**config.mk**
```make
export PLATFORM = sky130hd
export DESIGN_NAME = vls_sp_seq
export DESIGN_NICKNAME = d
export VERILOG_FILES = /design/src/rtl/vls_sp_seq_pkg.sv /design/src/rtl/vls_sp_seq_addr_gen.sv /design/src/rtl/vls_sp_seq.sv
export SDC_FILE = /design/constraint.sdc
export NUM_CORES = 1
export LEC_CHECK = 0
export ABC_AREA = 0
export BUFFER_PORTS_ARGS = -buffer_cell sky130_fd_sc_hd__buf_4
export CAP_MARGIN = 20
export CORE_UTILIZATION = 40
export CTS_BUF_LIST = sky130_fd_sc_hd__clkbuf_8
export CTS_CLUSTER_DIAMETER = 200
export DETAILED_ROUTE_END_ITERATION = 6
export PLACE_DENSITY = 0.59
export RECOVER_POWER = 25
export SYNTH_ARGS = -nofsm -noshare
export SYNTH_HDL_FRONTEND = slang
export SYNTH_SLANG_ARGS = --single-unit
export TNS_END_PERCENT = 30
```
**constraint.sdc**
```tcl
create_clock -name CLK -period 3.9 [get_ports CLK]
set_input_delay 0.195 -clock CLK [delete_from_list [all_inputs] [get_ports CLK]]
set_output_delay 0.195 -clock CLK [all_outputs]
set_load 0.05 [all_outputs]
```
**src/rtl/vls_sp_seq_pkg.sv**
```systemverilog
// Shared types for the scratchpad tile sequencer: operation encoding, FSM states
// and a sizing helper for the outstanding-read counter.
package vls_sp_seq_pkg;

  typedef enum logic {
    LOAD  = 1'b0,
    STORE = 1'b1
  } vls_op_t;

  typedef enum logic [1:0] {
    IDLE  = 2'd0,
    ISSUE = 2'd1,
    DRAIN = 2'd2,
    DONE  = 2'd3
  } seq_state_t;

  // Counter width able to hold the value max_out itself.
  function automatic int out_cnt_w(input int max_out);
    return $clog2(max_out) + 1;
  endfunction

endpackage

```
**src/rtl/vls_sp_seq_addr_gen.sv**
```systemverilog
// Tile walker: row/column counters, walk order, word address and last-element flag.
// Counters move one element per step; load restarts the walk at element (0,0).
module vls_sp_seq_addr_gen #(
  parameter int ADDR_W     = 16,
  parameter int DIM_W      = 6,
  parameter int ROW_STRIDE = 32
) (
  input  logic              CLK,
  input  logic              RST,
  input  logic              load,
  input  logic [ADDR_W-1:0] base,
  input  logic [DIM_W-1:0]  num_rows,
  input  logic [DIM_W-1:0]  num_cols,
  input  logic              row_col,
  input  logic              step,
  output logic [ADDR_W-1:0] addr,
  output logic              last
);

  localparam logic [DIM_W-1:0] DIM_ONE = DIM_W'(1);

  logic [ADDR_W-1:0] base_q, base_d;
  logic [DIM_W-1:0]  rows_q, rows_d;
  logic [DIM_W-1:0]  cols_q, cols_d;
  logic              rc_q, rc_d;
  logic [DIM_W-1:0]  r_q, r_d;
  logic [DIM_W-1:0]  c_q, c_d;
  logic              r_end_s;
  logic              c_end_s;

  assign r_end_s = (r_q == rows_q - DIM_ONE);
  assign c_end_s = (c_q == cols_q - DIM_ONE);

  // Next-state for the walk counters and latched tile geometry.
  always_comb begin
    base_d = base_q;
    rows_d = rows_q;
    cols_d = cols_q;
    rc_d   = rc_q;
    r_d    = r_q;
    c_d    = c_q;
    if (load) begin
      base_d = base;
      rows_d = num_rows;
      cols_d = num_cols;
      rc_d   = row_col;
      r_d    = {DIM_W{1'b0}};
      c_d    = {DIM_W{1'b0}};
    end else if (step) begin
      if (!rc_q) begin
        if (c_end_s) begin
          c_d = {DIM_W{1'b0}};
          r_d = r_q + DIM_ONE;
        end else begin
          c_d = c_q + DIM_ONE;
        end
      end else begin
        if (r_end_s) begin
          r_d = {DIM_W{1'b0}};
          c_d = c_q + DIM_ONE;
        end else begin
          r_d = r_q + DIM_ONE;
        end
      end
    end else begin
      r_d = r_q;
    end
  end

  // Walk state registers.
  always_ff @(posedge CLK) begin
    if (RST) begin
      base_q <= {ADDR_W{1'b0}};
      rows_q <= {DIM_W{1'b0}};
      cols_q <= {DIM_W{1'b0}};
      rc_q   <= 1'b0;
      r_q    <= {DIM_W{1'b0}};
      c_q    <= {DIM_W{1'b0}};
    end else begin
      base_q <= base_d;
      rows_q <= rows_d;
      cols_q <= cols_d;
      rc_q   <= rc_d;
      r_q    <= r_d;
      c_q    <= c_d;
    end
  end

  // Address wraps modulo 2^ADDR_W by truncation.
  assign addr = base_q + (ADDR_W'(r_q) * ADDR_W'(ROW_STRIDE)) + ADDR_W'(c_q);
  assign last = r_end_s && c_end_s;

endmodule

```
**src/rtl/vls_sp_seq.sv**
```systemverilog
// Expands one tile load/store request into one scratchpad word access per cycle,
// streams load returns in order and pulses dhit when the tile is complete.
module vls_sp_seq
  import vls_sp_seq_pkg::*;
#(
  parameter int ADDR_W     = 16,
  parameter int DATA_W     = 16,
  parameter int DIM_W      = 6,
  parameter int ROW_STRIDE = 32,
  parameter int MAX_OUT    = 4
) (
  input  logic              CLK,
  input  logic              RST,
  input  logic              req_valid,
  output logic              req_ready,
  input  logic              req_op,
  input  logic [ADDR_W-1:0] req_base,
  input  logic              req_row_col,
  input  logic [DIM_W-1:0]  req_num_rows,
  input  logic [DIM_W-1:0]  req_num_cols,
  input  logic              req_id,
  input  logic              st_valid,
  output logic              st_ready,
  input  logic [DATA_W-1:0] st_data,
  output logic              ld_valid,
  output logic [DATA_W-1:0] ld_data,
  output logic              ld_last,
  output logic              dhit,
  output logic              dhit_id,
  output logic              busy,
  output logic              sp_req_valid,
  input  logic              sp_req_ready,
  output logic              sp_req_we,
  output logic [ADDR_W-1:0] sp_req_addr,
  output logic [DATA_W-1:0] sp_req_wdata,
  input  logic              sp_rvalid,
  input  logic [DATA_W-1:0] sp_rdata
);

  localparam int OUT_W = out_cnt_w(MAX_OUT);
  localparam int CNT_W = 2 * DIM_W;

  seq_state_t        state_q, state_d;
  vls_op_t           op_q, op_d;
  logic              id_q, id_d;
  logic [CNT_W-1:0]  total_q, total_d;
  logic [CNT_W-1:0]  ret_q, ret_d;
  logic [OUT_W-1:0]  out_q, out_d;

  logic              accept_req_s;
  logic              issue_s;
  logic              acc_s;
  logic              ret_s;
  logic              gen_last_s;
  logic [ADDR_W-1:0] gen_addr_s;

  assign req_ready    = (state_q == IDLE);
  assign accept_req_s = req_valid && req_ready;
  assign issue_s      = (state_q == ISSUE);
  assign busy         = (state_q != IDLE);
  assign dhit         = (state_q == DONE);
  assign dhit_id      = dhit ? id_q : 1'b0;

  vls_sp_seq_addr_gen #(
    .ADDR_W     (ADDR_W),
    .DIM_W      (DIM_W),
    .ROW_STRIDE (ROW_STRIDE)
  ) u_addr_gen (
    .CLK      (CLK),
    .RST      (RST),
    .load     (accept_req_s),
    .base     (req_base),
    .num_rows (req_num_rows),
    .num_cols (req_num_cols),
    .row_col  (req_row_col),
    .step     (acc_s),
    .addr     (gen_addr_s),
    .last     (gen_last_s)
  );

  // Scratchpad request and store-stream handshake, only live in ISSUE.
  always_comb begin
    sp_req_valid = 1'b0;
    sp_req_we    = 1'b0;
    sp_req_wdata = {DATA_W{1'b0}};
    st_ready     = 1'b0;
    if (issue_s) begin
      if (op_q == LOAD) begin
        sp_req_valid = (out_q < OUT_W'(MAX_OUT));
      end else begin
        sp_req_valid = st_valid;
        sp_req_we    = 1'b1;
        sp_req_wdata = st_data;
        st_ready     = sp_req_ready;
      end
    end else begin
      st_ready = 1'b0;
    end
  end

  assign sp_req_addr = issue_s ? gen_addr_s : {ADDR_W{1'b0}};
  assign acc_s       = sp_req_valid && sp_req_ready;

  // Returns outside a live load tile (e.g. after a mid-tile reset) are dropped.
  assign ret_s    = sp_rvalid && (op_q == LOAD) && ((state_q == ISSUE) || (state_q == DRAIN));
  assign ld_valid = ret_s;
  assign ld_data  = ret_s ? sp_rdata : {DATA_W{1'b0}};
  assign ld_last  = ret_s && ((ret_q + CNT_W'(1)) == total_q);

  // Sequencer next state, outstanding-read tracking and return counting.
  always_comb begin
    state_d = state_q;
    op_d    = op_q;
    id_d    = id_q;
    total_d = total_q;
    ret_d   = ret_s ? (ret_q + CNT_W'(1)) : ret_q;
    case ({acc_s && (op_q == LOAD), ret_s})
      2'b10:   out_d = out_q + OUT_W'(1);
      2'b01:   out_d = out_q - OUT_W'(1);
      default: out_d = out_q;
    endcase
    case (state_q)
      IDLE: begin
        if (accept_req_s) begin
          op_d    = vls_op_t'(req_op);
          id_d    = req_id;
          total_d = CNT_W'(req_num_rows) * CNT_W'(req_num_cols);
          ret_d   = {CNT_W{1'b0}};
          out_d   = {OUT_W{1'b0}};
          if ((req_num_rows == {DIM_W{1'b0}}) || (req_num_cols == {DIM_W{1'b0}})) begin
            state_d = DONE;
          end else begin
            state_d = ISSUE;
          end
        end else begin
          state_d = IDLE;
        end
      end
      ISSUE: begin
        if (acc_s && gen_last_s) begin
          if ((op_q == LOAD) && (out_d != {OUT_W{1'b0}})) begin
            state_d = DRAIN;
          end else begin
            state_d = DONE;
          end
        end else begin
          state_d = ISSUE;
        end
      end
      DRAIN: begin
        if (out_d == {OUT_W{1'b0}}) begin
          state_d = DONE;
        end else begin
          state_d = DRAIN;
        end
      end
      DONE:    state_d = IDLE;
      default: state_d = IDLE;
    endcase
  end

  // Sequencer registers.
  always_ff @(posedge CLK) begin
    if (RST) begin
      state_q <= IDLE;
      op_q    <= LOAD;
      id_q    <= 1'b0;
      total_q <= {CNT_W{1'b0}};
      ret_q   <= {CNT_W{1'b0}};
      out_q   <= {OUT_W{1'b0}};
    end else begin
      state_q <= state_d;
      op_q    <= op_d;
      id_q    <= id_d;
      total_q <= total_d;
      ret_q   <= ret_d;
      out_q   <= out_d;
    end
  end

endmodule

```
==> results of run 1 <==
state kept, by name, indices dropped and copies added (netlist names), 2 cells and up:
register	flops
u_addr_gen.base_q	16
ret_q	12
total_q	12
u_addr_gen.c_q	6
u_addr_gen.cols_q	6
u_addr_gen.r_q	6
u_addr_gen.rows_q	6
out_q	3
state_q	2
power by group:
group	leakage (nW)	switching (W)	internal (W)
clock network	0.0918	0.000258	0.000233
logic	2.38	0.000385	0.000293
registers	0.587	0.0000474	0.000785
total	3.06	0.000690	0.00131
synth_stat cells (all sizes together) (6+ instances only):
| master | instances | area (µm²) |
|---|---|---|
| a22o | 30 | 263 |
| nand4 | 8 | 50.1 |
| fa | 20 | 400 |
| xnor2 | 27 | 236 |
| o21ai | 27 | 135 |
| dfxtp | 72 | 1440 |
| a21o | 8 | 60.1 |
| and3 | 21 | 131 |
| a21oi | 30 | 150 |
| nor2 | 35 | 131 |
| or3 | 15 | 93.8 |
| nand2 | 57 | 214 |
| nand3 | 14 | 70.1 |
| or4 | 6 | 45.0 |
| inv | 39 | 146 |
| a31oi | 6 | 37.5 |
| nor3 | 9 | 45.0 |
| ha | 51 | 638 |
| xor2 | 27 | 236 |
| clkbuf | 20 | 75.1 |
| and2 | 44 | 275 |
worst register-to-register path, delay by kind of cell, from the launching register on:
family	cells	cell delay, ns
simple gates	3	0.91
compound gates	3	0.24
fa+ha+maj	2	0.73
flops	1	0.71
buf+inv	1	0.19
how the worst max path moves through the flow:
stage,slack [ns],end,from
after floorplan,0.54,total_q[11]$_SDFFE_PP0P_,req_num_cols[2]
after global placement,0.27,total_q[11]$_SDFFE_PP0P_,req_num_cols[2]
after detailed placement,0.24,total_q[11]$_SDFFE_PP0P_,req_num_cols[2]
after CTS,0.26,sp_req_addr[13],u_addr_gen.r_q[0]$_SDFFE_PP0P_
after global routing,0.01,sp_req_addr[13],u_addr_gen.r_q[0]$_SDFFE_PP0P_
final,0.22,sp_req_addr[13],u_addr_gen.r_q[0]$_SDFFE_PP0P_
metrics by stage:
stage               cells  instance area, µm²  worst slack, ns
floorplan             639                5460            0.542
global placement      919                6560            0.270
detailed placement    919                6560            0.240
CTS                   933                6720            0.263
global route          935                6670           0.0142
finish                935                6670            0.220
area by class of cell:
class,instances,area [µm²]
clock buffers,10,138
clock inverters,4,16.3
fillers,1333,6630
inverters,40,150
multi-input cells,503,3790
flip-flops and latches,72,1440
well taps,176,220
repair buffers,130,917
per-layer routing:
metal | vias up | track usage [%]
met3 | 16 | 3.69
met5 | - | 0
met2 | 130 | 32.9
met4 | 0 | 7.12
met1 | 2327 | 28.2
li1 | 2497 | -
cell families after synthesis:
| logic type | count (synthesis) |
|---|---|
| xor gates and xnor gates | 55 |
| DFF | 72 |
| adders and majority gates | 71 |
| buffers and inverters | 64 |
| and+or+nand+nor | 232 |
| AOI/OAI and AO/OA | 140 |
| muxes | 5 |
==> impl_metrics.py, run 1 <==
metrics = {
    "detailed_routing": {
        "route.detailed.drc": 0,
        "drt_iter0_drc": 258,
        "antenna_violating_nets_post_route": 0,
        "met3WireLength_um": 563,
        "viasPerCell": 5.32,
        "detail_route.first_pass.iterations": 4,
        "routed-wl-met2_mm": 6.35,
        "detail_route.wirelength_mm": 14.1,
        "route.top_layer_used": "met4",
        "wire_per_inst_um": 15.1,
        "route.vias.total": 4970,
        "detail_route.wirelength.met1_mm": 6.91,
    },
    "logic_synthesis": {
        "synth.avg_cell_area_um2": 8.54,
        "number_of_synthesized_flops_with_an_enable_pin": 0,
        "synth_compound_area_share_pct": 17.8,
        "main_combinational_cell_family_by_area_after_synthesis": "simple AND/OR/NAND/NOR gates",
        "synth-simple-area-share_pct": 22.3,
        "synth-seq-cells": 72,
        "synth_fa_ha_area_share_pct": 19.0,
        "asyncSetResetFlopFracSynth_pct": 0,
        "postSynth.topFlopCell": "dfxtp_1",
        "synthesis.instances": 639,
        "seq_total_area_yosys_pct": 26.4,
        "fraction_of_synthesized_cell_area_in_xor_and_xnor_cells_pct": 9.07,
        "syn-num-nets": 779,
        "synth.yosys.warnings": 0,
        "synthDistinctLibCells": 58,
        "post_synthesis_instance_area_um2": 5460,
        "muxShareOfSynthArea_pct": 0.962,
    },
    "pwr": {
        "vdd_drop_max_uv": 135,
        "cellLeakagePower_nw": 3.06,
        "powerDensity_nw_per_um2": 300,
        "p_total_w": 0.00200,
    },
    "place": {
        "port_buffers": 125,
        "detailedPlacementHpwl_mm": 11.0,
        "gp_congestion": 0.809,
    },
    "critical_path": {
        "critical_path.n_buffers_inverters": 1,
        "path_delay_family": "compound AO/OA/AOI/OAI gates",
        "criticalPathCategory": "reg2out",
        "critical-path-slowest-cell": "a2111oi_0",
        "critical_path_depth": 7,
        "rr_worst_depth": 9,
        "worstPathMaxFanout": 6,
        "timing.critical_path.slowest_cell_delay_ns": 0.72,
        "critical_path.reg2reg.endpoint": "state_q[0]$_SDFF_PP0_",
        "category_of_the_worst_setup_path_launch_point": "register",
        "setup_slack_on_the_worst_flop_to_flop_path_ns": 1.02,
        "cp_cell_sequence": "fa_1, ha_1, a2111oi_0, a211oi_1, or4_1, nand3_1, buf_4",
        "cp-end-kind": "output port",
        "critPathArrivalTime_ns": 3.48,
        "worst-endpoint-required_ns": 3.70,
        "reg2reg_from": "op_q$_SDFFE_PP0P_",
    },
    "global_route": {
        "grt_first_pass_wirelength_mm": 23.5,
        "largest_net_degree_at_the_start_of_global_routing": 40,
        "grt_pass1_vias": 4717,
        "congestion_overflow_gr": 0,
        "antenna_found_initial": 0,
        "globalRouteTotalUtil_pct": 20.7,
    },
    "die": {
        "core-area_um2": 13300,
        "design.portCount": 126,
        "chipWidth_um": 119,
        "fp.dieArea_um2": 14100,
        "initial_utilization_pct": 41.1,
        "std_cell_rows": 42,
        "floorplan.die.height_um": 119,
    },
    "sta": {
        "finalMaxSlewViolations": 0,
        "setup-violations-final": 0,
        "tightestPinTransition_ns": 1.45,
        "timing.clock.skew_ns": 0.00492,
        "layout_worst_path_cycle_share_pct": 94.4,
        "max_slew_margin_pct": 3.11,
        "fin_worst_hold_slack_ns": 0.0451,
        "rsz0062_at_grt": "no",
        "setup-tns-final_ns": 0,
        "period_minus_slack_ns": 3.68,
        "maxClockFrequency_mhz": 272,
        "timing_hold_violations_final": 0,
    },
    "final_layout": {
        "layout.cells.most_common_list": "buf_4 (105), dfxtp_1 (72), nand2_1 (57)",
        "area_growth_syn_to_layout_pct": 22.2,
        "final_core_utilization_pct": 50.2,
        "drive_above_1_share_pct": 16.5,
        "antenna_cells_inserted": 0,
        "mostFrequentLayoutCell": "buf_4",
        "final_nets": 896,
    },
    "cts": {
        "post_cts_hold_buffer_count": 0,
        "cts_tree": "done",
        "clk_path_buf_depth": 2,
        "clkSinkCount": 72,
        "clock_latency_on_the_worst_skew_pair_ns": 0.34,
        "post_cts_repair_resize_count": 0,
        "number_of_buffers_inserted_to_repair_setup_after_cts": 0,
        "cts_root_buffer": "clkbuf_8",
        "cts_made_buffers": 9,
        "htree_levels": 3,
        "clk_pin_slew_ns": 0.07,
    },
    "run_status": {
        "outcome": "complete, no violations",
    },
    "job": {
        "drv.max_cap_violation_count": 0,
    },
    "min_path": {
        "min_from": "req_base[12]",
        "hold_path_end": "u_addr_gen.base_q[12]$_SDFFE_PP0P_",
        "holdCritPathClass": "in2reg",
        "whs_path_depth": 3,
    },
}
No activity file was read; power rests on OpenSTA's default activity.
==> run 2: changes to the inputs <==
Settings changed: CTS_BUF_LIST sky130_fd_sc_hd__clkbuf_8 to not set.
==> run 2 against run 1 <==
Effect of this change:
- the flow now finishes with violations (max-capacitance violations)
- design area is 1.5% higher
- critical path depth is the same
- maximum frequency is 0.93% higher
- worst setup slack improved by 0.034 ns
- first-iteration DRC count down 15%
==> impl_metrics.py, run 2 (synthesized netlist as in run 1, its figures left out) <==
metrics = {
    "run_status": {
        "outcome": "finished with violations",
        "violations_in_the_final_reports": "max-capacitance violations",
    },
    "place": {
        "detailedPlacementHpwl_mm": 11.0,
        "port_buffers": 125,
        "gp_congestion": 0.809,
        "placement.cell_area_um2": 6560,
    },
    "sta": {
        "timing.clock.skew_ns": 0.00302,
        "layout_worst_path_cycle_share_pct": 93.5,
        "max_slew_margin_pct": 0.920,
        "period_minus_slack_ns": 3.65,
        "tightestPinTransition_ns": 1.48,
        "setup-violations-final": 0,
        "maxClockFrequency_mhz": 274,
        "timing_hold_violations_final": 0,
        "finalMaxSlewViolations": 0,
        "setup-tns-final_ns": 0,
        "rsz0062_at_grt": "no",
    },
    "global_route": {
        "antenna_found_initial": 0,
        "largest_net_degree_at_the_start_of_global_routing": 40,
        "globalRouteTotalUtil_pct": 20.8,
        "grt_pass1_vias": 4727,
        "congestion_overflow_gr": 0,
        "grt_first_pass_wirelength_mm": 23.6,
    },
    "detailed_routing": {
        "viasPerCell": 5.31,
        "route.vias.total": 4962,
        "drt_iter0_drc": 220,
        "antenna_violating_nets_post_route": 0,
        "detail_route.first_pass.iterations": 4,
        "route.detailed.drc": 0,
        "wire_per_inst_um": 15.1,
        "detail_route.wirelength_mm": 14.1,
    },
    "final_layout": {
        "drive_above_1_share_pct": 16.5,
        "layout.cells.most_common_list": "buf_4 (105), dfxtp_1 (72), nand2_1 (57)",
        "largest_register_ffs": 16,
        "final_nets": 896,
        "num-fill-cells": 1320,
        "stdcell_area_um2": 6770,
        "regMostFlops": "u_addr_gen.base_q",
        "antenna_cells_inserted": 0,
        "area_growth_syn_to_layout_pct": 24.0,
        "multi_input_comb_area_um2": 3790,
        "mostFrequentLayoutCell": "buf_4",
        "reg.largest.list": "u_addr_gen.base_q x16, ret_q x12, total_q x12",
        "ff_latch_area_um2": 1440,
    },
    "critical_path": {
        "criticalPathCategory": "reg2out",
        "worstPathMaxFanout": 6,
        "category_of_the_worst_setup_path_launch_point": "register",
        "worst-endpoint-required_ns": 3.70,
        "cp-end-kind": "output port",
        "worst_setup_path_startpoint": "u_addr_gen.r_q[0]$_SDFFE_PP0P_",
        "critPathArrivalTime_ns": 3.45,
        "reg2reg_from": "op_q$_SDFFE_PP0P_",
    },
    "cts": {
        "cts_made_buffers": 9,
        "number_of_buffers_inserted_to_repair_setup_after_cts": 0,
        "cts_root_buffer": "clkbuf_16",
        "htree_levels": 3,
        "clk_path_buf_depth": 2,
        "clock_latency_on_the_worst_skew_pair_ns": 0.32,
        "cts_tree": "done",
        "clk_pin_slew_ns": 0.05,
        "clkSinkCount": 72,
        "post_cts_repair_resize_count": 0,
        "post_cts_hold_buffer_count": 0,
    },
    "die": {
        "floorplan.die.height_um": 119,
        "fp.dieArea_um2": 14100,
        "design.portCount": 126,
        "std_cell_rows": 42,
        "chipWidth_um": 119,
        "initial_utilization_pct": 41.1,
        "core-area_um2": 13300,
    },
    "min_path": {
        "holdCritPathClass": "in2reg",
        "min_from": "req_base[12]",
    },
    "pwr": {
        "vdd_drop_max_uv": 156,
        "p_total_w": 0.00223,
        "powerDensity_nw_per_um2": 330,
        "cellLeakagePower_nw": 3.09,
    },
    "job": {
        "drv.max_cap_violation_count": 1,
    },
}
[run 2: changes by cell type in the layout (fill, tap and decap cells not counted), sizes merged]
| cell | before | now |
|---|---|---|
| clkbuf | 33 | 36 |
| inv | 42 | 39 |
[run 2: path summary, 6_finish.rpt]
path	end	slack [ns]	depth (start not counted)
max	sp_req_addr[13]	0.25	7
min	u_addr_gen.base_q[12]$_SDFFE_PP0P_	0.06	3
max reg2reg	state_q[0]$_SDFF_PP0_	1.01	9
min reg2reg	total_q[5]$_SDFFE_PP0P_	0.48	2
[run 2: per-stage QoR]
| stage | util (%) | hold WS [ns] | setup WS, ns | std cells |
|---|---|---|---|---|
| floorplan | - | 0.297 | 0.542 | 639 |
| global placement | 49.4 | 0.398 | 0.270 | 919 |
| detailed placement | 49.4 | 0.395 | 0.240 | 919 |
| CTS | 51.3 | 0.0472 | 0.287 | 933 |
| global route | 50.9 | 0.0716 | 0.0483 | 935 |
| finish | 50.9 | 0.0629 | 0.254 | 935 |
[run 2: area by class of cell]
| cell class | instances | area share, % |
|---|---|---|
| Inverter | 40 | 2.22 |
| Clock buffer | 13 | 3.70 |
| Sequential cell | 72 | 21.3 |
| Tap cell | 176 | 3.25 |
| Clock inverter | 1 | 0.0739 |
| Timing Repair Buffer | 130 | 13.5 |
| Multi-Input combinational cell | 503 | 55.9 |
[run 2: worst max-delay path, stage by stage (launching register included)]
cell and delay, ns:
dfxtp_1 0.50, fa_1 0.48, ha_1 0.27, a2111oi_0 0.72, a211oi_1 0.29, or4_1 0.56, nand3_1 0.10, buf_4 0.21
[run 2: where the power goes]
| part | internal [W] | switching [W] |
|---|---|---|
| combinational | 0.000293 | 0.000386 |
| clock | 0.000440 | 0.000279 |
| sequential | 0.000786 | 0.0000476 |
| total | 0.00152 | 0.000713 |
[run 2: per-layer routing]
| metal | share of wire, % | global-route usage [%] | vias up |
|---|---|---|---|
| li1 | - | - | 2499 |
| met4 | 2.4 | 8.39 | 0 |
| met2 | 45 | 32.8 | 129 |
| met5 | 0 | 0 | - |
| met1 | 48 | 28.2 | 2315 |
| met3 | 4.3 | 3.26 | 19 |
==> run 3: changes to the inputs <==
Settings changed: BUFFER_PORTS_ARGS -buffer_cell sky130_fd_sc_hd__buf_4 to not set, DONT_BUFFER_PORTS set to 1, PLACE_DENSITY 0.59 to not set.
Clock period 3.9 ns to 3.1 ns, I/O delays scaled along.
==> run 3 against run 2 <==
Effect of this change:
- the flow now finishes without violations
- critical path depth up 4
- clock skew is 0.0039 ns higher
- die area unchanged
- total power up 28%
- non-clock buffer count shrank 60
- via count is 2.8% lower
- design area is 2.4% lower
- largest power group unchanged
==> impl_metrics.py, run 3 (synthesized netlist as in run 1, its figures left out) <==
metrics = {
    "detailed_routing": {
        "detail_route.first_pass.iterations": 4,
        "detail_route.wirelength_mm": 14.1,
        "route.vias.total": 4824,
        "viasPerCell": 5.52,
        "wire_per_inst_um": 16.1,
        "antenna_violating_nets_post_route": 0,
        "route.detailed.drc": 0,
        "drt_iter0_drc": 289,
    },
    "sta": {
        "layout_worst_path_cycle_share_pct": 98.4,
        "period_minus_slack_ns": 3.05,
        "max_slew_margin_pct": 35.0,
        "tightestPinTransition_ns": 0.974,
        "setup-violations-final": 0,
        "rsz0062_at_grt": "yes",
        "maxClockFrequency_mhz": 328,
        "finalWorstSetupSlack_ns": 0.0482,
        "finalMaxSlewViolations": 0,
        "timing.clock.skew_ns": 0.00696,
        "timing_hold_violations_final": 0,
    },
    "job": {
        "drv.max_cap_violation_count": 0,
    },
    "critical_path": {
        "worst-endpoint-required_ns": 2.94,
        "category_of_the_worst_setup_path_launch_point": "register",
        "rr_worst_depth": 7,
        "timing.critical_path.slowest_cell_delay_ns": 0.39,
        "critPathArrivalTime_ns": 2.90,
        "cp_cell_sequence": "ha_1, ha_1, inv_1, fa_1, nor2b_2, o21a_1, o21ai_2, a211oi_4, o211ai_1, a31oi_1, buf_4",
        "critical_path.reg2reg.endpoint": "u_addr_gen.base_q[4]$_SDFFE_PP0P_",
        "critPathMostFrequentCell": "ha_1",
        "cp-end-kind": "output port",
        "worst_setup_path_startpoint": "u_addr_gen.c_q[1]$_SDFFE_PP0P_",
        "worstPathMaxFanout": 4,
        "criticalPathCategory": "reg2out",
        "setup_slack_on_the_worst_flop_to_flop_path_ns": 0.31,
        "critical-path-slowest-cell": "fa_1",
        "reg2reg_from": "state_q[0]$_SDFF_PP0_",
        "cp-endpoint": "sp_req_addr[15]",
    },
    "die": {
        "fp.dieArea_um2": 14100,
        "chipWidth_um": 119,
        "initial_utilization_pct": 41.1,
        "core-area_um2": 13300,
        "design.portCount": 126,
        "std_cell_rows": 42,
        "floorplan.die.height_um": 119,
    },
    "pwr": {
        "logic_pwr_share_pct": 30.1,
        "total_switching_power_w": 0.000921,
        "cellLeakagePower_nw": 2.87,
        "power_frac_clock_pct": 33.2,
        "vdd_drop_max_uv": 238,
        "swShare_pct": 32.3,
        "powerDensity_nw_per_um2": 431,
        "p_total_w": 0.00285,
        "sequential_power_share_pct": 36.7,
        "power_report.internal_total_w": 0.00193,
    },
    "cts": {
        "clkSinkCount": 72,
        "clock_latency_on_the_worst_skew_pair_ns": 0.34,
        "clk_path_buf_depth": 2,
        "clk_pin_slew_ns": 0.06,
        "cts_tree": "done",
        "cts_root_buffer": "clkbuf_16",
        "cts_made_buffers": 9,
        "htree_levels": 3,
    },
    "place": {
        "port_buffers": 0,
        "post-place-ws_ns": -0.218,
        "detailedPlacementHpwl_mm": 10.4,
        "gp_congestion": 0.844,
    },
    "final_layout": {
        "antenna_cells_inserted": 0,
        "num-fill-cells": 1246,
        "final_nets": 836,
        "area_growth_syn_to_layout_pct": 21.0,
        "largest_register_ffs": 16,
        "regMostFlops": "u_addr_gen.base_q",
        "final_core_utilization_pct": 49.7,
        "mostFrequentLayoutCell": "dfxtp_1",
        "drive_above_1_share_pct": 10.9,
        "reg.largest.list": "u_addr_gen.base_q x16, ret_q x12, total_q x12",
        "layout.cells.most_common_list": "dfxtp_1 (68), nand2_1 (57), ha_1 (49)",
    },
    "global_route": {
        "grt_first_pass_wirelength_mm": 22.7,
        "globalRouteTotalUtil_pct": 20.2,
        "largest_net_degree_at_the_start_of_global_routing": 33,
        "grt_pass1_vias": 4743,
        "congestion_overflow_gr": 0,
        "antenna_found_initial": 0,
    },
    "min_path": {
        "whs_path_depth": 3,
        "holdCritPathClass": "in2reg",
    },
    "run_status": {
        "outcome": "complete, no violations",
    },
}
run 3: worst min-delay path by stage:
stage,start,end
CTS,RST,state_q[0]$_SDFF_PP0_
floorplan,RST,state_q[0]$_SDFF_PP0_
global placement,RST,state_q[0]$_SDFF_PP0_
finish,RST,state_q[0]$_SDFF_PP0_
global route,RST,state_q[0]$_SDFF_PP0_
detailed placement,RST,state_q[0]$_SDFF_PP0_
run 3: routing by layer:
metal / GRT usage (%) / routed length, µm / up-vias
met4: 7.28 / 277 / 0
met3: 4.93 / 707 / 14
met1: 26.0 / 6580 / 2294
li1: - / - / 2380
met2: 32.6 / 6510 / 136
met5: 0 / 0 / -
run 3: power groups by stage:
stage / combinational, W / clock [W] / sequential, W
6_report: 0.000857 / 0.000947 / 0.00105
5_1_grt: 0.000957 / 0.00101 / 0.00105
4_1_cts: 0.000855 / 0.000973 / 0.00105
3_5_place_dp: 0.000815 / 0 / 0.00107
3_3_place_gp: 0.000795 / 0 / 0.00106
2_1_floorplan: 0.000630 / 0 / 0.00105
run 3: critical path: cells and delay by family, from the launching register on:
family                     cells  cell delay (ns)
AOI/OAI and AO/OA              5             0.90
adders and majority gates      3             0.86
DFF                            1             0.33
buffers and inverters          2             0.29
and+or+nand+nor                1             0.17
run 3: stage by stage:
step           setup TNS [ns]  std cells  hold slack, ns  instance area, µm²
6_report                    0        874           0.132                6610
5_1_grt                -0.101        874           0.125                6610
2_1_floorplan          -0.328        639           0.257                5480
3_5_place_dp           -0.604        828           0.263                5940
3_3_place_gp           -0.422        828           0.259                5940
4_1_cts                     0        873           0.103                6540
run 3: repair_timing:
action	in CTS	in global routing
endpoints found under the hold margin	34	0
gates cloned	0	0
hold buffers	32	0
buffers inserted	0	1
gates resized for setup	8	20
pin swaps	0	2
setup endpoints to repair	5	8
run 3: layout make-up:
type	instances	area [µm²]	share of cell area, %
Sequential cell	72	1450	21.9
Timing Repair Buffer	70	622	9.41
Clock inverter	1	5.00	0.0757
Inverter	40	150	2.27
Multi-Input combinational cell	503	3910	59.1
Clock buffer	12	256	3.88
Tap cell	176	220	3.33
